$ cat config.mk
export PLATFORM = sky130hd
export DESIGN_NAME = icache_controller
export DESIGN_NICKNAME = d
export VERILOG_FILES = /design/src/rtl/icache_pkg.sv /design/src/rtl/icache_tag_array.sv /design/src/rtl/icache_controller.sv
export SDC_FILE = /design/constraint.sdc
export NUM_CORES = 2
export LEC_CHECK = 0
export ABC_CLOCK_PERIOD_IN_PS = 6350
export CAP_MARGIN = 20
export CORE_AREA = 4 4 386 768
export DETAILED_ROUTE_END_ITERATION = 8
export DIE_AREA = 0 0 390 772
export HOLD_SLACK_MARGIN = 0.12
export PLACE_DENSITY = 0.48
export SLEW_MARGIN = 10
export SYNTH_ARGS = -nofsm -noshare
export SYNTH_HDL_FRONTEND = slang
export SYNTH_SLANG_ARGS = --single-unit
export TNS_END_PERCENT = 100
$ cat constraint.sdc
create_clock -name clk -period 6.35 [get_ports clk]
set_input_delay 1.905 -clock clk [delete_from_list [all_inputs] [get_ports clk]]
set_output_delay 1.905 -clock clk [all_outputs]
set_load 0.05 [all_outputs]
$ cat src/rtl/icache_pkg.sv
// Shared types, default geometry and width helpers for the instruction cache.
package icache_pkg;

  localparam int DEF_LINE_WORDS = 4;
  localparam int DEF_NUM_LINES  = 16;

  typedef enum logic [1:0] {
    IDLE   = 2'd0,
    REFILL = 2'd1,
    DONE   = 2'd2
  } state_t;

  function automatic int off_w(input int line_words);
    return $clog2(line_words);
  endfunction

  function automatic int idx_w(input int num_lines);
    return $clog2(num_lines);
  endfunction

  // Word-addressed memory: 30 address bits remain after dropping the byte offset.
  function automatic int tag_w(input int line_words, input int num_lines);
    return 30 - $clog2(line_words) - $clog2(num_lines);
  endfunction

endpackage

$ cat src/rtl/icache_tag_array.sv
// Valid bits and tag storage with a combinational hit compare,
// a synchronous tag/valid write port and a bulk-invalidate input.
module icache_tag_array #(
  parameter int NUM_LINES = 16,
  parameter int IDX_W     = 4,
  parameter int TAG_W     = 24
) (
  input  logic             clk,
  input  logic             rst,
  input  logic [IDX_W-1:0] rd_idx,
  input  logic [TAG_W-1:0] rd_tag,
  output logic             hit,
  input  logic             inv_en,
  input  logic [IDX_W-1:0] inv_idx,
  input  logic             wr_en,
  input  logic [IDX_W-1:0] wr_idx,
  input  logic [TAG_W-1:0] wr_tag,
  input  logic             wr_valid,
  input  logic             inv_all
);

  logic [NUM_LINES-1:0] valid;
  logic [TAG_W-1:0]     tag_arr [NUM_LINES];

  assign hit = valid[rd_idx] && (tag_arr[rd_idx] == rd_tag);

  // Valid bits: bulk invalidate overrides any single-line update in the same cycle.
  always_ff @(posedge clk) begin
    if (rst) begin
      valid <= '0;
    end else if (inv_all) begin
      valid <= '0;
    end else begin
      if (inv_en)             valid[inv_idx] <= 1'b0;
      if (wr_en && wr_valid)  valid[wr_idx]  <= 1'b1;
    end
  end

  // Tag storage is not reset; valid bits guard it.
  always_ff @(posedge clk) begin
    if (wr_en) tag_arr[wr_idx] <= wr_tag;
  end

endmodule

$ cat src/rtl/icache_controller.sv
// Direct-mapped instruction cache controller with line refill FSM and flush.
// Optional: define ICACHE_STATS_EN to add hit_count/miss_count outputs.
//
// state  | meaning
// IDLE   | serve hits combinationally; a miss starts a refill
// REFILL | read LINE_WORDS words in ascending order over req/ack
// DONE   | commit tag, set valid unless a flush arrived, return to IDLE
module icache_controller
  import icache_pkg::*;
#(
  parameter int LINE_WORDS = DEF_LINE_WORDS,
  parameter int NUM_LINES  = DEF_NUM_LINES
) (
  input  logic        clk,
  input  logic        rst,
  input  logic        cpu_req,
  input  logic [31:0] cpu_addr,
  output logic [31:0] cpu_instr,
  output logic        cpu_stall,
  input  logic        flush,
  output logic        mem_req,
  output logic [31:0] mem_addr,
  input  logic        mem_ack,
  input  logic [31:0] mem_rdata
`ifdef ICACHE_STATS_EN
  ,
  output logic [31:0] hit_count,
  output logic [31:0] miss_count
`endif
);

  localparam int OFF_W = off_w(LINE_WORDS);
  localparam int IDX_W = idx_w(NUM_LINES);
  localparam int TAG_W = tag_w(LINE_WORDS, NUM_LINES);
  localparam logic [OFF_W-1:0] LAST_WORD = OFF_W'(LINE_WORDS - 1);

  logic [OFF_W-1:0] offset;
  logic [IDX_W-1:0] idx;
  logic [TAG_W-1:0] tag;
  logic [1:0]       unused_byte_sel;

  assign offset          = cpu_addr[OFF_W+1:2];
  assign idx             = cpu_addr[IDX_W+OFF_W+1:OFF_W+2];
  assign tag             = cpu_addr[31:IDX_W+OFF_W+2];
  assign unused_byte_sel = cpu_addr[1:0];

  state_t           state, next_state;
  logic [OFF_W-1:0] word_cnt;
  logic [TAG_W-1:0] miss_tag;
  logic [IDX_W-1:0] miss_idx;
  logic             flush_pend;
  logic             hit;
  logic             start_miss, tag_wr, set_valid, inv_all;
  logic [31:0]      data_arr [NUM_LINES*LINE_WORDS];

  icache_tag_array #(
    .NUM_LINES (NUM_LINES),
    .IDX_W     (IDX_W),
    .TAG_W     (TAG_W)
  ) u_tags (
    .clk      (clk),
    .rst      (rst),
    .rd_idx   (idx),
    .rd_tag   (tag),
    .hit      (hit),
    .inv_en   (start_miss),
    .inv_idx  (idx),
    .wr_en    (tag_wr),
    .wr_idx   (miss_idx),
    .wr_tag   (miss_tag),
    .wr_valid (set_valid),
    .inv_all  (inv_all)
  );

  // State register.
  always_ff @(posedge clk) begin
    if (rst) state <= IDLE;
    else     state <= next_state;
  end

  // Next state and outputs; everything is forced quiet while rst is high.
  always_comb begin
    next_state = state;
    cpu_instr  = data_arr[{idx, offset}];
    cpu_stall  = 1'b0;
    mem_req    = 1'b0;
    mem_addr   = '0;
    start_miss = 1'b0;
    tag_wr     = 1'b0;
    set_valid  = 1'b0;
    inv_all    = 1'b0;
    if (rst) begin
      cpu_instr = '0;
    end else begin
      case (state)
        IDLE: begin
          inv_all = flush;
          if (cpu_req && !hit) begin
            cpu_stall  = 1'b1;
            start_miss = 1'b1;
            next_state = REFILL;
          end
        end
        REFILL: begin
          mem_req   = 1'b1;
          mem_addr  = {miss_tag, miss_idx, word_cnt, 2'b00};
          cpu_stall = 1'b1;
          if (mem_ack && word_cnt == LAST_WORD) next_state = DONE;
        end
        DONE: begin
          cpu_stall  = 1'b1;
          tag_wr     = 1'b1;
          set_valid  = !(flush || flush_pend);
          inv_all    = flush || flush_pend;
          next_state = IDLE;
        end
        default: next_state = IDLE;
      endcase
    end
  end

  // Word counter and flush-pending flag for the refill in progress.
  always_ff @(posedge clk) begin
    if (rst) begin
      word_cnt   <= '0;
      flush_pend <= 1'b0;
    end else begin
      if (start_miss)                     word_cnt <= '0;
      else if (state == REFILL && mem_ack) word_cnt <= word_cnt + 1'b1;
      if (state == REFILL && flush) flush_pend <= 1'b1;
      else if (state == DONE)       flush_pend <= 1'b0;
    end
  end

  // Miss address capture; only meaningful while a refill is in flight.
  always_ff @(posedge clk) begin
    if (start_miss) begin
      miss_tag <= tag;
      miss_idx <= idx;
    end
  end

  // Refill data write into the line being filled.
  always_ff @(posedge clk) begin
    if (!rst && state == REFILL && mem_ack) data_arr[{miss_idx, word_cnt}] <= mem_rdata;
  end

`ifdef ICACHE_STATS_EN
  logic hit_cycle;
  assign hit_cycle = (state == IDLE) && cpu_req && hit;

  // Hit/miss statistics; wrap naturally, unaffected by flush.
  always_ff @(posedge clk) begin
    if (rst) begin
      hit_count  <= '0;
      miss_count <= '0;
    end else begin
      if (hit_cycle)  hit_count  <= hit_count + 32'd1;
      if (start_miss) miss_count <= miss_count + 32'd1;
    end
  end
`endif

endmodule

# Word-level counts from Yosys, hierarchy flattened
# Memory sizes are Yosys's and may differ from the RTL's.
# Cells that the tools add are included.
# word_totals
reg_bits	49
ram_bits	2432
in_bits	69
output_inout_bits	66
elab_cells	77
n_memories	2
# op_classes
add_sub_neg	1
magnitude_cmp	4
eq_ne	6
n_mux	35
bitwise	3
reduce_logical	20
# mem_list
memory	words	word_bits	read_ports	rd_clocked_by_memory_dff	write_ports	line_no	text
data_arr	64	32	1	0	1	icache_controller.sv:54	logic [31:0] data_arr [NUM_LINES*LINE_WORDS];
u_tags.tag_arr	16	24	1	0	1	icache_tag_array.sv:23	logic [TAG_W-1:0] tag_arr [NUM_LINES];
# op_table
op	n
32-bit 2-to-1 mux	3
16-bit 2-to-1 mux	4
24-bit == test	1
1-bit 2-to-1 mux	20
16-bit bitwise AND	1
16-bit inverter	1
16-bit OR	1
1-bit logical AND	10
4-bit by 5-bit less-than comparator with 1-bit output, second input constant	2
1-bit demux with 4-bit select	2
4-bit by 1-bit >= comparator with 1-bit output, second input constant	2
2-bit OR reduction	3
1-bit binary-select mux with 4-bit select	1
2-bit == test, second input constant	2
2-bit 2-to-1 mux	2
2-bit != test, second input constant	2
1-bit case mux with 2 select lines	2
2-bit case mux with 2 select lines	1
1-bit zero test	3
2-bit by 1-bit adder with 2-bit output, second input constant	1
2-bit by 1-bit == test with 1-bit output, second input constant	1
2-bit zero test	1
2-bit AND reduction	1
2-bit nonzero test	1
1-bit logical OR	1

# Logic depth before layout (Yosys ltp)
# logic_depth
depth_word	13
mapped_depth	14
ltp_nobuf	8

# By module
# From an unflattened synthesis, not the netlist that was laid out.
# unflattened
cells_unflattened	4236
area_unflattened_um2	96109.7
# by_module_without_submodules
mod	instances	cells_per_inst	area_per_inst_um2	seq_area_each_um2
icache_controller	1	3460	80095.6	62439.9
icache_tag_array	1	776	16014.1	11851.4

# Least setup slack after synthesis
# OpenSTA, ideal clock, no wires.
# synth_timing
path_kind	in2out
start	in cpu_addr[4]
end	out cpu_instr[0]
t_arrival_ns	4.751
t_required_ns	4.445
path_slack_ns	-0.306
path_stages	12
path_buffers	6
cell_sequence	buf_4 -> buf_4 -> buf_2 -> buf_4 -> buf_2 -> nand2_1 -> nor2_1 -> clkbuf_1 -> a22oi_1 -> nand4_1 -> nor2_1 -> a31oi_1
# synth_between
elab_chain_len	2
# synth_lines
element	line_no	text
from (decl)	icache_controller.sv:17	input logic [31:0] cpu_addr,
memory read 64 x 32 bit	n/a	
32-bit 2-to-1 mux	icache_controller.sv:92	if (rst) begin
to (decl)	icache_controller.sv:18	output logic [31:0] cpu_instr,
# Every way passes these cells.

# Worst setup path after layout
# layout_timing
start	in cpu_addr[4]
end	out cpu_stall
# layout_between
elab_chain_len	8
elab_cells_between_ends	10
cone_classes	1 x eq/ne; 5 x mux; 3 x reduce/logical; 1 x memory
# layout_lines
element	line_no	text
memory read 16 x 24 bit or 1-bit binary-select mux with 4-bit select (tied branches)	n/a	
24-bit == test or 1-bit 2-to-1 mux (tied branches)	icache_tag_array.sv:25	assign hit = valid[rd_idx] && (tag_arr[rd_idx] == rd_tag);
1-bit logical AND (*)	icache_tag_array.sv:25	
1-bit zero test (*)	icache_controller.sv:98	if (cpu_req && !hit) begin
1-bit logical AND (*)	icache_controller.sv:98	
1-bit 2-to-1 mux (*)	icache_controller.sv:98	
1-bit case mux with 2 select lines (*)	icache_controller.sv:95	case (state)
1-bit 2-to-1 mux (*)	icache_controller.sv:92	
to (decl)	icache_controller.sv:19	output logic cpu_stall,
# Every way passes the cells marked *; elsewhere a longest branch is shown, timed or not. The select of a mux whose other input is x is not followed.

==> results.cfg <==
[pwr]
intPower_mw = 26.4
leakagePower_nw = 37.0
switchingPower_mw = 7.61
power_density_nw_per_um2 = 291
total_power_mw = 34.0
seqPwrFrac_pct = 53.5
peakVddDrop_mv = 0.226
swShare_pct = 22.4
power_frac_clock_pct = 38.9
combPwrFrac_pct = 7.6

[detailed_routing]
viasPerCell = 5.51
wl_per_cell_um = 36.8
drtIter0Drc = 4763
drc = 0
num_vias = 49900
first_pass_iters = 5
ant_nets = 0
drt_wl_total_um = 333000

[timing]
tightest_slew_ns = 1.14
worst_slack_ns = -0.246
skew_ns = 0.0646
finalMaxSlewViolations = 0
finalCriticalPeriod_ns = 6.60
slew_headroom_pct = 23.9
finalCritPeriodShare_pct = 104
setup_viol = 7
finalHoldViolCount = 0
rsz0062_at_grt = yes
fmax_mhz = 152

[logic_synthesis]
synth.area.mux_share_pct = 16.2
synth_cell_types = 60
synthArstFlopShare_pct = 0
synthTopCellsByArea = edfxtp_1, mux4_2, mux2i_1
seq_area_frac_synth_pct = 77.8
yosys_register_bits = 2481
synth_area_um2 = 95400
synth_edf_count = 2460
avgSynthCellArea_um2 = 22.4
synth_top_family_by_area = multiplexers
synth_simple_gate_area_share_pct = 2.05
synth_xor_area_share_pct = 0.184
synthCells = 4253
ys_warn_count = 0
synth_compound_area_share_pct = 2.40
synth_top_area_share_pct = 77.4
synth_adder_area_share_pct = 0.0918
yosysTopAreaCell = edfxtp_1
synth-main-ff-cell = edfxtp_1

[clock_tree]
cts_tree = yes
clockBufferDepth = 4
clock_sinks = 2481
cts.clk_slew.worst_paths_ns = 0.07
cts_hold_buf = 0
cts_buffers = 217
clkLatencyLatePin_ns = 0.88
htreeDepth = 4
cts_root_buffer = clkbuf_16

[worst_setup_path]
path_buf_inv = 5
path_max_fanout = 7
cp_data_arrival_time_ns = 4.69
cp-end-kind = primary output
crit_cells = 13
critPathTopFamily = buffers and inverters
crit_chain = buf_16 > buf_16 > mux4_2 > a21oi_2 > buf_6 > o221ai_2 > o311a_1 > or4_4 > nor4_4 > buf_4 > a31oi_4 > o21a_1 > buf_6
cp-start-kind = input port
critPathMaxStageDelay_ns = 0.59
critical-path-slowest-cell = mux4_2
r2r-start = state[1]
crit_required_ns = 4.45
r2r_end = data_arr[28][3]
crit_type = in -> out
rr_worst_depth = 8
reg2reg_setup_slack_ns = 2.78

[die]
die_x_um = 390
coreArea_um2 = 291000
die-area_um2 = 301000
num_rows = 280
initial_utilization_pct = 32.8
fp.dieH_um = 772
ios = 135

[flow_run]
max_cap_viol_count = 0

[place]
dp.cells = 8533
gp_congestion = 0.854
hpwl_um = 201000
dp_slack_ns = -0.783
io_buffers = 130

[final_layout]
layout_common_cells = edfxtp_1, mux4_2, buf_4, clkbuf_16, buf_12
nFillCells = 25800
drive_gt1_share_pct = 37.7
final_cells = 9054
synthToLayoutAreaGrowth_pct = 22.4
nets = 5151
final_common_cell = edfxtp_1

[global_route]
grt_pass1_vias = 51500
grt_util_all_layers_pct = 21.7
overflow = 0
antenna_found_initial = 16
grt_pass1_wl_um = 445000
grt_max_degree = 65

[outcome]
violations = setup timing
outcome = finished, violations left

[worst_hold_path]
worst_hold_path.endpoint = u_tags.valid[2]
hold_depth = 2
worstHoldStart = u_tags.valid[2]
hold_path.class = reg -> reg
-- flip-flops by register name, summed over array words and instances (netlist names) --
register,count
word_cnt,2
miss_tag,24
miss_idx,4
flush_pend,1
state,2
data_arr,2048
u_tags.tag_arr,384
u_tags.valid,16
-- logic make-up after synthesis --
group | count (synthesis)
simple gates | 403
xor+xnor | 20
buf+inv | 246
mux | 777
other cells | 1
flops | 2481
fa+ha+maj | 7
compound gates | 318
-- worst max-delay path by stage --
| stage | startpoint | endpoint | slack (ns) |
|---|---|---|---|
| after floorplan | cpu_addr[2] | cpu_instr[0] | -0.02 |
| after global placement | cpu_addr[5] | cpu_stall | -0.75 |
| after detailed placement | cpu_addr[5] | cpu_stall | -0.78 |
| after CTS | cpu_addr[5] | cpu_stall | -0.32 |
| after global routing | cpu_addr[4] | cpu_stall | -0.34 |
| final | cpu_addr[4] | cpu_stall | -0.25 |
-- what timing repair did --
action                                  4_1_cts  5_1_grt
endpoints found under the setup margin       33       33
cloned                                        9        2
pin swaps                                    39       54
buffers inserted                             78       41
gates resized for setup                     253      132
-- final cells by class --
| type | instances | area, µm² | share of cell area (%) |
|---|---|---|---|
| Multi-Input combinational cell | 1527 | 21700 | 18.6 |
| Inverter | 13 | 56.3 | 0.0482 |
| Tap cell | 3807 | 4760 | 4.08 |
| Clock inverter | 125 | 1180 | 1.01 |
| Antenna cell | 3 | 7.51 | 0.00643 |
| Clock buffer | 263 | 5650 | 4.83 |
| Timing Repair Buffer | 835 | 9110 | 7.80 |
| Sequential cell | 2481 | 74300 | 63.6 |
-- worst reg2reg max path, delay by kind of cell (launching register included) --
family,cells,cell delay (ns)
AND/OR/NAND/NOR,4,1.76
buffers and inverters,3,0.82
flip-flops,1,0.35
adder cells (fa/ha/maj),1,0.25
-- routing by layer --
layer / vias up / GRT usage, % / wire length [µm]
met1: 27700 / 24.8 / 117000
met4: 12 / 10.5 / 19100
met2: 1906 / 40.1 / 179000
met3: 624 / 2.88 / 17400
li1: 19700 / - / -
met5: - / 0 / 74
-- power groups by stage --
stage	registers (mW)	clock network [mW]	logic, mW
2_1_floorplan	18.5	0	1.13
5_1_grt	18.2	14.1	2.70
3_3_place_gp	18.6	0	2.30
3_5_place_dp	18.6	0	2.32
6_report	18.2	13.2	2.58
4_1_cts	18.2	13.5	2.52
-- cells in the mapped netlist (21+ instances only) --
| library cell | number |
|---|---|
| and2_1 | 36 |
| buf_1 | 22 |
| dfxtp_1 | 21 |
| mux4_2 | 614 |
| mux2i_1 | 137 |
| buf_2 | 81 |
| a22oi_1 | 137 |
| buf_4 | 21 |
| edfxtp_1 | 2460 |
| a21oi_1 | 36 |
| nand2_1 | 76 |
| clkbuf_1 | 105 |
| mux2_2 | 26 |
| nor2_1 | 152 |
-- through the flow --
| step | hold WS (ns) | setup TNS, ns | area [µm²] | util, % |
|---|---|---|---|---|
| CTS | 0.481 | -1.73 | 116000 | 39.7 |
| detailed placement | 0.472 | -11.73 | 107000 | 36.7 |
| floorplan | 0.448 | -0.0211 | 95500 | - |
| global placement | 0.456 | -11.66 | 107000 | 36.7 |
| global route | 0.496 | -1.01 | 117000 | 40.2 |
| finish | 0.480 | -0.416 | 117000 | 40.2 |
Power figures use the tool's default switching activity.
